<file path="config.mk">
export PLATFORM = sky130hd
export DESIGN_NAME = wb_stage_reg_multi
export DESIGN_NICKNAME = d
export VERILOG_FILES = /design/src/rtl/wb_stage_reg_multi_pkg.sv /design/src/rtl/wb_stage_reg_multi_wb_lane_arbiter.sv /design/src/rtl/wb_stage_reg_multi.sv
export SDC_FILE = /design/constraint.sdc
export NUM_CORES = 1
export LEC_CHECK = 0
export CORE_AREA = 8 8 199 201
export DETAILED_ROUTE_END_ITERATION = 6
export DIE_AREA = 0 0 207 209
export PLACE_DENSITY = 0.63
export SYNTH_ARGS = -nofsm -noshare
export SYNTH_HDL_FRONTEND = slang
export SYNTH_SLANG_ARGS = --single-unit
</file>
<file path="constraint.sdc">
create_clock -name clk -period 2.1 [get_ports clk]
set_input_delay 0.21 -clock clk [delete_from_list [all_inputs] [get_ports clk]]
set_output_delay 0.21 -clock clk [all_outputs]
set_load 0.02 [all_outputs]
</file>
<file path="src/rtl/wb_stage_reg_multi_pkg.sv">
// Shared definitions for the multi-lane MEM/WB pipeline register:
// legacy control constants, bus widths and the bubble records loaded
// on flush or when the upstream stage stalls into a running downstream.
package wb_stage_reg_multi_pkg;

   localparam logic       RstEnable     = 1'b1;
   localparam logic       Stop          = 1'b1;
   localparam logic       NoStop        = 1'b0;
   localparam logic       WriteDisable  = 1'b0;
   localparam int         RegBusWidth     = 32;
   localparam int         RegAddrBusWidth = 5;
   localparam logic [RegBusWidth-1:0]     ZeroWord   = '0;
   localparam logic [RegAddrBusWidth-1:0] NOPRegAddr = '0;

   // Per-lane writeback record
   typedef struct packed {
      logic                       valid;
      logic [RegAddrBusWidth-1:0] wd;
      logic                       wreg;
      logic [RegBusWidth-1:0]     wdata;
      logic [RegBusWidth-1:0]     pc;
   } lane_fields_t;

   // Fields owned by lane 0 only (HI/LO and CP0 writes)
   typedef struct packed {
      logic                       whilo;
      logic [RegBusWidth-1:0]     hi;
      logic [RegBusWidth-1:0]     lo;
      logic                       cp0_we;
      logic [RegAddrBusWidth-1:0] cp0_addr;
      logic [RegBusWidth-1:0]     cp0_data;
   } shared_fields_t;

   localparam lane_fields_t BUBBLE = '{
      valid: WriteDisable, wd: NOPRegAddr, wreg: WriteDisable,
      wdata: ZeroWord, pc: ZeroWord};

   localparam shared_fields_t SHARED_BUBBLE = '{
      whilo: WriteDisable, hi: ZeroWord, lo: ZeroWord,
      cp0_we: WriteDisable, cp0_addr: NOPRegAddr, cp0_data: ZeroWord};

endpackage

</file>
<file path="src/rtl/wb_stage_reg_multi_wb_lane_arbiter.sv">
// Combinational same-destination arbiter: when an older and a younger lane
// both write the same register, only the younger (higher index) keeps its
// write enable. Lane data is unaffected; only enables are cleared.
module wb_lane_arbiter
   import wb_stage_reg_multi_pkg::*;
#(
   parameter int LANES = 2
) (
   input  logic [LANES-1:0]                 wreg_in,
   input  logic [RegAddrBusWidth*LANES-1:0] wd_in,
   output logic [LANES-1:0]                 wreg_out
);

   generate
      if (LANES == 1) begin : g_single
         // A single lane has nobody to collide with
         assign wreg_out = wreg_in;
      end else begin : g_multi
         // Clear an older lane's enable if any younger lane writes the same register
         always_comb begin
            wreg_out = wreg_in;
            for (int i = 0; i < LANES - 1; i++) begin
               for (int j = i + 1; j < LANES; j++) begin
                  if (wreg_in[i] && wreg_in[j] &&
                      wd_in[RegAddrBusWidth*i +: RegAddrBusWidth] ==
                      wd_in[RegAddrBusWidth*j +: RegAddrBusWidth]) begin
                     wreg_out[i] = 1'b0;
                  end
               end
            end
         end
      end
   endgenerate

endmodule

</file>
<file path="src/rtl/wb_stage_reg_multi.sv">
// Multi-lane MEM/WB pipeline register with flush, bubble insertion,
// same-destination lane arbitration and a retired-instruction counter.
// Optional macro WB_DEBUG_TRACE_EN adds combinational trace outputs.
module wb_stage_reg_multi
   import wb_stage_reg_multi_pkg::*;
#(
   parameter int LANES = 2,
   parameter int STAGE = 4,
   parameter int CNT_W = 32
) (
   input  logic                    clk,
   input  logic                    rst,
   input  logic [5:0]              stall,
   input  logic                    flush,
   input  logic [LANES-1:0]        mem_valid,
   input  logic [5*LANES-1:0]      mem_wd,
   input  logic [LANES-1:0]        mem_wreg,
   input  logic [32*LANES-1:0]     mem_wdata,
   input  logic [32*LANES-1:0]     mem_pc,
   input  logic                    mem_whilo,
   input  logic [31:0]             mem_hi,
   input  logic [31:0]             mem_lo,
   input  logic                    mem_cp0_reg_we,
   input  logic [4:0]              mem_cp0_reg_write_addr,
   input  logic [31:0]             mem_cp0_reg_data,
   output logic [LANES-1:0]        wb_valid,
   output logic [5*LANES-1:0]      wb_wd,
   output logic [LANES-1:0]        wb_wreg,
   output logic [32*LANES-1:0]     wb_wdata,
   output logic [32*LANES-1:0]     wb_pc,
   output logic                    wb_whilo,
   output logic [31:0]             wb_hi,
   output logic [31:0]             wb_lo,
   output logic                    wb_cp0_reg_we,
   output logic [4:0]              wb_cp0_reg_write_addr,
   output logic [31:0]             wb_cp0_reg_data,
   output logic [CNT_W-1:0]        retire_cnt
`ifdef WB_DEBUG_TRACE_EN
   ,
   output logic [32*LANES-1:0]     debug_wb_pc,
   output logic [4*LANES-1:0]      debug_wb_rf_wen,
   output logic [5*LANES-1:0]      debug_wb_rf_wnum,
   output logic [32*LANES-1:0]     debug_wb_rf_wdata
`endif
);

   lane_fields_t [LANES-1:0] lane_q, lane_d;
   shared_fields_t           shared_q, shared_d;
   logic [CNT_W-1:0]         retire_cnt_q, retire_cnt_d;
   logic [LANES-1:0]         wreg_masked, wreg_arb;
   logic [CNT_W-1:0]         valid_count;
   logic                     do_bubble, do_capture;

   // Decode stall/flush: flush outranks everything, then bubble, then capture
   always_comb begin
      do_bubble  = flush || (stall[STAGE] == Stop && stall[STAGE+1] == NoStop);
      do_capture = !flush && (stall[STAGE] == NoStop);
   end

   // Mask write enables by lane validity and count the incoming valid lanes
   always_comb begin
      wreg_masked = '0;
      valid_count = '0;
      for (int i = 0; i < LANES; i++) begin
         wreg_masked[i] = mem_wreg[i] & mem_valid[i];
         valid_count    = valid_count + CNT_W'(mem_valid[i]);
      end
   end

   wb_lane_arbiter #(.LANES(LANES)) u_arbiter (
      .wreg_in  (wreg_masked),
      .wd_in    (mem_wd),
      .wreg_out (wreg_arb)
   );

   // Next-state selection: bubble, capture, or hold by default
   always_comb begin
      lane_d       = lane_q;
      shared_d     = shared_q;
      retire_cnt_d = retire_cnt_q;
      if (do_bubble) begin
         for (int i = 0; i < LANES; i++) lane_d[i] = BUBBLE;
         shared_d = SHARED_BUBBLE;
      end else if (do_capture) begin
         for (int i = 0; i < LANES; i++) begin
            lane_d[i].valid = mem_valid[i];
            lane_d[i].wd    = mem_wd[5*i +: 5];
            lane_d[i].wreg  = wreg_arb[i];
            lane_d[i].wdata = mem_wdata[32*i +: 32];
            lane_d[i].pc    = mem_pc[32*i +: 32];
         end
         shared_d.whilo    = mem_whilo & mem_valid[0];
         shared_d.hi       = mem_hi;
         shared_d.lo       = mem_lo;
         shared_d.cp0_we   = mem_cp0_reg_we & mem_valid[0];
         shared_d.cp0_addr = mem_cp0_reg_write_addr;
         shared_d.cp0_data = mem_cp0_reg_data;
         retire_cnt_d      = retire_cnt_q + valid_count;
      end
   end

   // State register with synchronous reset clearing every field and the counter
   always_ff @(posedge clk) begin
      if (rst == RstEnable) begin
         for (int i = 0; i < LANES; i++) lane_q[i] <= BUBBLE;
         shared_q     <= SHARED_BUBBLE;
         retire_cnt_q <= '0;
      end else begin
         lane_q       <= lane_d;
         shared_q     <= shared_d;
         retire_cnt_q <= retire_cnt_d;
      end
   end

   // Unpack the lane records onto the flat output buses
   always_comb begin
      wb_valid = '0;
      wb_wd    = '0;
      wb_wreg  = '0;
      wb_wdata = '0;
      wb_pc    = '0;
      for (int i = 0; i < LANES; i++) begin
         wb_valid[i]          = lane_q[i].valid;
         wb_wd[5*i +: 5]      = lane_q[i].wd;
         wb_wreg[i]           = lane_q[i].wreg;
         wb_wdata[32*i +: 32] = lane_q[i].wdata;
         wb_pc[32*i +: 32]    = lane_q[i].pc;
      end
   end

   assign wb_whilo              = shared_q.whilo;
   assign wb_hi                 = shared_q.hi;
   assign wb_lo                 = shared_q.lo;
   assign wb_cp0_reg_we         = shared_q.cp0_we;
   assign wb_cp0_reg_write_addr = shared_q.cp0_addr;
   assign wb_cp0_reg_data       = shared_q.cp0_data;
   assign retire_cnt            = retire_cnt_q;

`ifdef WB_DEBUG_TRACE_EN
   // Trace comparator view derived from the registered writeback fields
   always_comb begin
      debug_wb_pc       = wb_pc;
      debug_wb_rf_wnum  = wb_wd;
      debug_wb_rf_wdata = wb_wdata;
      debug_wb_rf_wen   = '0;
      for (int i = 0; i < LANES; i++) begin
         debug_wb_rf_wen[4*i +: 4] = {4{wb_wreg[i]}};
      end
   end
`endif

endmodule

</file>
Word level (Yosys, flattened, before mapping)
Index checks and enable logic that the tools add are counted.
{"block": "classes", "mux": 1, "eq_ne": 1, "bitwise": 7, "n_addsub": 2, "reduce_logical": 8}
{"op": "32-bit by 2-bit adder with 32-bit output", "n": 1}
{"op": "5-bit == test", "n": 1}
{"op": "1-bit AND", "n": 4}
{"op": "1-bit logical AND", "n": 4}
{"op": "1-bit NOT", "n": 3}
{"op": "1-bit by 1-bit adder with 2-bit output", "n": 1}
{"op": "2-bit AND reduction", "n": 1}
{"op": "2-bit OR reduction", "n": 1}
{"op": "1-bit zero test", "n": 1}
{"op": "1-bit logical OR", "n": 1}
{"op": "1-bit 2-to-1 mux", "n": 1}
{"block": "totals", "reg_bits": 277, "output_inout_bits": 277, "word_cells": 36}

Depth between registers and ports, before layout
Gate-level depths: netlist of the first run.
{"block": "logic_depth", "word_depth": 5, "ltp_mapped": 9, "depth_no_buf": 8}

Cells and area by module
A second synthesis of the first run with hierarchy kept.
{"block": "unflattened", "cells_unflattened": 1271, "hier_area_um2": 10105.9}
{"module": "wb_stage_reg_multi", "cells_each": 1262, "seq_area_each_um2": 5545.3, "n_inst": 1, "area_per_inst_um2": 10038.4}
{"module": "wb_lane_arbiter", "cells_each": 9, "seq_area_each_um2": 0.0, "n_inst": 1, "area_per_inst_um2": 67.6}

Worst setup path after synthesis of the first run
No wires, ideal clock.
{"block": "synth_path", "path_kind": "flip-flop to flip-flop", "startpoint": "register retire_cnt_q[0] (netlist: retire_cnt[0])", "endpoint": "register retire_cnt_q[14] (netlist: retire_cnt[14])", "required_time_ns": 2.030, "stages_incl_launch_ff": 10, "synth_period_minus_slack_ns": 2.322, "slack_ns": -0.222, "arrival_ns": 2.252, "path_cell_list": "dfxtp_1 -> inv_1 -> fa_1 -> inv_1 -> ha_1 -> and4bb_2 -> nand3_1 -> buf_2 -> or3_1 -> a21oi_1"}
{"block": "synth_via", "elab_chain_cells": 1}
{"item": "from (decl)", "line": "wb_stage_reg_multi.sv:49", "rtl": "logic [CNT_W-1:0] retire_cnt_q, retire_cnt_d;"}
{"item": "from (signal assigned)", "line": "wb_stage_reg_multi.sv:111", "rtl": "retire_cnt_q <= retire_cnt_d;"}
{"item": "32-bit by 2-bit adder with 32-bit output", "line": "wb_stage_reg_multi.sv:98", "rtl": "retire_cnt_d = retire_cnt_q + valid_count;"}
Every way passes these cells.
A chain may end at the register's enable or synchronous reset.

Final worst setup path of the first run
{"block": "layout_path", "startpoint": "register retire_cnt_q[0] (netlist: retire_cnt[0])", "endpoint": "register retire_cnt_q[19] (netlist: retire_cnt[19])"}
The elaborated chain is that of the path after synthesis.

==> results of run 1 <==
-- cells by family (layout without fill, tap and decap cells) --
| logic type | Yosys count | after routing | share of synthesized area [%] |
|---|---|---|---|
| adder cells (fa/ha/maj) | 2 | 2 | 0.327 |
| XOR/XNOR | 14 | 14 | 1.23 |
| AND/OR/NAND/NOR | 576 | 576 | 23.7 |
| buffers and inverters | 102 | 648 | 4.01 |
| AO/OA/AOI/OAI | 283 | 283 | 14.6 |
| multiplexers | 4 | 4 | 0.452 |
| flip-flops | 277 | 277 | 55.7 |
-- layout by cell type, fill, tap and decap left out, drive strengths merged --
cell	count
clkdlybuf4s50	526
nand2	497
dfxtp	277
a21oi	263
buf	61
clkbuf	47
nor2	16
nand4	12
o31ai	12
nand3	12
or4	12
inv	9
xor2	8
and4	6
xnor2	6
o21ai	6
or3	5
and3	4
nor2b	4
mux2	4
nor4	3
clkinv	3
or2	1
and4bb	1
nor4b	1
nand4b	1
and2	1
a211oi	1
o2111ai	1
fa	1
ha	1
bufinv	1
clkinvlp	1
-- report_power, final --
| part | switching [uW] | total (uW) | internal, uW | leakage (uW) |
|---|---|---|---|---|
| Clock | 2140 | 5200 | 3070 | 0.000474 |
| Combinational | 599 | 1340 | 744 | 0.00319 |
| Sequential | 41.2 | 5380 | 5340 | 0.00224 |
-- worst register-to-register path, stage by stage, from the launching register on --
cell	delay [ns]
dfxtp_4	0.34
inv_2	0.03
fa_2	0.35
buf_6	0.13
nor4b_4	0.22
nand4_1	0.14
buf_6	0.19
buf_6	0.12
or4_4	0.41
a21oi_2	0.14
-- routing by layer --
layer,vias up,share of wire (%)
met5,-,0
met4,0,2.7
met3,57,8.1
met2,363,50
met1,4837,39
li1,5170,-
-- registers in the layout (all words and copies together) (netlist names), 5 cells and up --
name	flops
retire_cnt	32
wb_cp0_reg_data	32
wb_cp0_reg_write_addr	5
wb_hi	32
wb_lo	32
wb_pc	64
wb_wd	10
wb_wdata	64
-- worst paths after layout --
kind,startpoint,end,slack [ns],depth (start not counted)
setup / recovery,retire_cnt[0],retire_cnt[19],-0.03,9
hold / removal,mem_pc[19],wb_pc[19],0.19,3
setup reg to reg,retire_cnt[0],retire_cnt[19],-0.03,9
hold reg to reg,wb_wdata[4],wb_wdata[4],0.45,2
-- through the flow --
step                worst slack, ns  TNS [ns]  cells
finish                      -0.0263    -0.102   2272
global route                 -0.117     -1.41   2272
CTS                         -0.0668    -0.465   2272
detailed placement           -0.522    -10.06   2219
global placement             -0.498     -9.60   2219
floorplan                   0.00883         0   1258
-- final cells by class --
type	instances	area (um2)
clock buffer	47	906
clock inverter	6	65.1
fill	3522	19000
inverter	8	30.0
multi-input combinational	879	4080
sequential	277	5550
tap	468	586
timing repair buffer	587	6040
-- repair_timing --
item | CTS | global route
resized for setup | 1 | 12
buffers inserted | 0 | 0
pin swaps | 0 | 2
setup endpoints to repair | 14 | 20
hold buffers | 0 | 0
==> impl_metrics.ini, run 1 <==
[status]
status = finished, violations left
violations = setup timing

[sta]
skew_ns = 0.00586
setup_ws_ns = -0.0263
finalHoldViolations = 0
holdWs_ns = 0.194
rsz0062_at_grt = yes
setup_viol = 5
worst_pin_slew_ns = 0.423
slew_violations = 0
period_needed_ns = 2.13
period_share_pct = 101
relSlewSlack_pct = 71.8
max_freq_ghz = 0.470

[die]
core_area_um2 = 36300
ioPinCount = 531
die_w_um = 207
num_rows = 70
dieHeight_um = 209
initial_core_util_pct = 27.5
fp.dieArea_um2 = 43300

[power]
total_leakage_power_uw = 0.00591
finalPower_uw = 11900
powerDensity_nw_per_um2 = 691
irDropWorstVdd_mv = 0.586

[layout]
postLayoutCellArea_um2 = 17300
synthToLayoutAreaGrowth_pct = 73.3
final_nets = 2040
final_util_pct = 47.6
drive_gt1_share_pct = 6.93
num_antenna_cells = 0

[routing]
drt-initial-drc-count = 459
wire_per_inst_um = 17.6
drt_wl_total_mm = 40.0
drtAntennaViolNets = 0
drc_errors = 0
firstDrtPassIters = 5
via_per_inst = 4.59
vias = 10400

[clock_network]
max-clock-path-buffers = 3
cts_root_buffer = clkbuf_16
cts.sinks = 277
cts_buffers = 31
cts_tree = yes
clkTransAtPathRegs_ns = 0.06
clock_latency_ns = 0.56
cts_max_level = 1

[yosys]
synth_seq_cells = 277
synth_area_leaders = dfxtp_1, nand2_1, a21oi_1
synth_seq_area_share_pct = 55.7
yosysMostFrequentCell = nand2_1
netlist_instances = 1258
synthDistinctLibCells = 31
synth-edff-count = 0
synth.top_cells.by_count = nand2_1, dfxtp_1, a21oi_1
postSynthAreaPerCell_um2 = 7.92
synthFlopType = dfxtp_1
syn-num-nets = 1514
async_flop_share_pct = 0
synth_top_cell_by_area = dfxtp_1
yosys_warnings = 0
synth_top_area_share_pct = 55.7
syn-cell-area_um2 = 9960

[grt]
gr-usage-met3_pct = 6.30
grt_pass1_vias = 10400
use_met2_pct = 30.6
grt_overflow = 0
antenna_found_initial = 0
grt_pass1_wl_mm = 60.6
gr-usage-met1_pct = 19.4
grt_usage_pct = 17.3
grt_start_max_net_pins = 52
gr-max-usage-layer = met2

[place]
postPlaceCellArea_um2 = 16200
hpwlAfterDp_mm = 30.6
place.gp.congestion = 0.780
numPortBuffers = 526

[setup_path]
cp_data_required_time_ns = 2.60
path_common_cell = buf_6
cp_top_family = simple AND/OR/NAND/NOR gates
path_buf_inv = 4
cp_max_fo = 10
endpoint_kind = register
max_stage_delay_ns = 0.41
startpoint_type = register
slowest_stage = or4_4
worstPathArrival_ns = 2.62
critical_path_class = register to register
path_cells = inv_2 -> fa_2 -> buf_6 -> nor4b_4 -> nand4_1 -> buf_6 -> buf_6 -> or4_4 -> a21oi_2

[job]
drv_cap = 0

[worst_hold_path]
hold_class = primary input to register
(Power assumes the default switching activity.)
==> run 2: changes to the inputs <==
--- a/config.mk
+++ b/config.mk
@@ -9,6 +9,7 @@
 export DETAILED_ROUTE_END_ITERATION = 6
 export DIE_AREA = 0 0 207 209
 export PLACE_DENSITY = 0.63
+export SLEW_MARGIN = 0
 export SYNTH_ARGS = -nofsm -noshare
 export SYNTH_HDL_FRONTEND = slang
 export SYNTH_SLANG_ARGS = --single-unit
==> results of run 2 <==
Same layout as run 1: the final DEF is identical, and so are final timing and power.
==> run 3: changes to the inputs <==
==> constraint.sdc (replaced) <==
create_clock -name clk -period 2.1 [get_ports clk]
set_input_delay 0.42 -clock clk [delete_from_list [all_inputs] [get_ports clk]]
set_output_delay 0.42 -clock clk [all_outputs]
set_load 0.02 [all_outputs]
==> run 3 against run 2 <==
  * The run still ends with setup timing left
  * Sequential share of layout area decreased by 0.55 points
  * Largest cell class unchanged
  * Worst hold slack improved by 0.12 ns
  * Fmax decreased by 3.7%
  * Critical endpoint is now retire_cnt[13]
  * Die area unchanged
  * Final area increased by 1.7%
  * Critical path depth unchanged
  * Non-clock buffer count increased by 15
  * Clock skew increased by 0.0024 ns
==> impl_metrics.ini, run 3 (synthesis gave the netlist of run 1 again) <==
[setup_path]
slowest_stage = dfxtp_4
startpoint_type = register
path_common_cell = buf_6
path_cells = inv_2 -> fa_2 -> buf_6 -> nor4b_4 -> nand4_1 -> buf_6 -> buf_6 -> or3_1 -> a21oi_2
critical_path_class = register to register
path_buf_inv = 4
endpoint_kind = register
cp_top_family = simple AND/OR/NAND/NOR gates
r2r-end = retire_cnt[13]
worstPathArrival_ns = 2.70
cp-startpoint = retire_cnt[0]
cp_data_required_time_ns = 2.59
timing.rr.start = retire_cnt[0]
r2r_setup_slack_ns = -0.11
max_stage_delay_ns = 0.35
endpoint = retire_cnt[13]
cp_max_fo = 8
cp.depth = 9
r2r_cells = 9

[layout]
num_antenna_cells = 0
postLayoutCellArea_um2 = 17600
drive_gt1_share_pct = 8.74
synthToLayoutAreaGrowth_pct = 76.3
most-common-layout-cells = clkdlybuf4s50_1, nand2_1, dfxtp_1, a21oi_1, buf_4
final_nets = 2055
final_common_cell = clkdlybuf4s50_1

[sta]
setup_viol = 20
period_share_pct = 105
rsz0062_at_grt = yes
holdWs_ns = 0.315
finalHoldViolations = 0
slew_violations = 0
period_needed_ns = 2.21
setup_ws_ns = -0.109
relSlewSlack_pct = 71.6
skew_ns = 0.00826
worst_pin_slew_ns = 0.426
max_freq_ghz = 0.453

[routing]
firstDrtPassIters = 5
drc_errors = 0
drt-initial-drc-count = 434
drtAntennaViolNets = 0
wire_per_inst_um = 18.3
via_per_inst = 4.61
drt_wl_total_mm = 41.8
vias = 10600

[clock_network]
cts_buffers = 30
cts_max_level = 1
cts_hold_buf = 0
max-clock-path-buffers = 3
cts.sinks = 277
clock_latency_ns = 0.56
cts_root_buffer = clkbuf_16
clkTransAtPathRegs_ns = 0.06
cts_tree = yes

[die]
fp.dieArea_um2 = 43300
ioPinCount = 531
dieHeight_um = 209
core_area_um2 = 36300
die_w_um = 207
initial_core_util_pct = 27.5
num_rows = 70

[power]
powerDensity_nw_per_um2 = 690
total_leakage_power_uw = 0.00628
irDropWorstVdd_mv = 0.592

[grt]
antenna_found_initial = 1
grt_start_max_net_pins = 43
grt_usage_pct = 17.9
grt_pass1_vias = 10400
grt_pass1_wl_mm = 62.4
grt_overflow = 0

[job]
drv_cap = 0

[status]
status = finished, violations left
violations = setup timing

[place]
postPlaceCellArea_um2 = 16300
place.gp.congestion = 0.803
hpwlAfterDp_mm = 31.8
numPortBuffers = 526

[worst_hold_path]
hold_class = primary input to register
==> run 3: power breakdown <==
| group | switching (uW) | internal, uW | total, uW |
|---|---|---|---|
| clock network | 2150 | 3200 | 5350 |
| registers | 43.5 | 5340 | 5380 |
| logic | 622 | 762 | 1380 |
==> run 3: stage by stage <==
step	setup TNS [ns]	cells	util (%)	setup slack (ns)	power [uW]
final	-1.18	2287	48.4	-0.109	12100
after global routing	-3.00	2287	48.4	-0.197	12600
after global placement	-14.10	2225	45.0	-0.627	6870
after CTS	-0.529	2281	47.8	-0.0681	12300
after floorplan	-0.0325	1258	-	-0.0307	5950
after detailed placement	-15.26	2225	45.0	-0.666	6880
==> run 3: layout make-up <==
cell class,count,area [um2]
Clock buffer,45,908
Clock inverter,7,87.6
Fill cell,3458,18700
Inverter,8,30.0
Multi-Input combinational cell,880,4220
Sequential cell,277,5550
Tap cell,468,586
Timing Repair Buffer,602,6170
==> run 3: repair_timing <==
action / CTS / global route
gates cloned: 0 / 2
setup endpoints to repair: 22 / 28
gates resized for setup: 9 / 43
setup buffers: 4 / 5
pin swaps: 1 / 21
==> run 3: worst min-delay path by stage <==
stage	from	end	cells past startpoint
final	mem_valid[1]	wb_valid[1]	4
after global routing	mem_valid[1]	wb_valid[1]	4
after CTS	mem_lo[25]	wb_lo[25]	3
after detailed placement	wb_cp0_reg_data[28]	wb_cp0_reg_data[28]	2
after global placement	wb_whilo	wb_whilo	2
after floorplan	wb_cp0_reg_we	wb_cp0_reg_we	2
==> run 3: layer usage <==
layer	share of wire (%)	wire [um]	track usage [%]	vias up
met2	49	20700	31.5	379
met3	8.2	3430	5.99	68
met1	39	16500	20.2	4891
met4	2.8	1180	5.99	2
li1	-	-	-	5213
met5	0.031	13	0	-
==> run 3: worst min-delay path, stage by stage <==
cell,delay [ns]
dlymetal6s2s_1,0.15
buf_4,0.15
nand2_1,0.05
a21oi_1,0.05
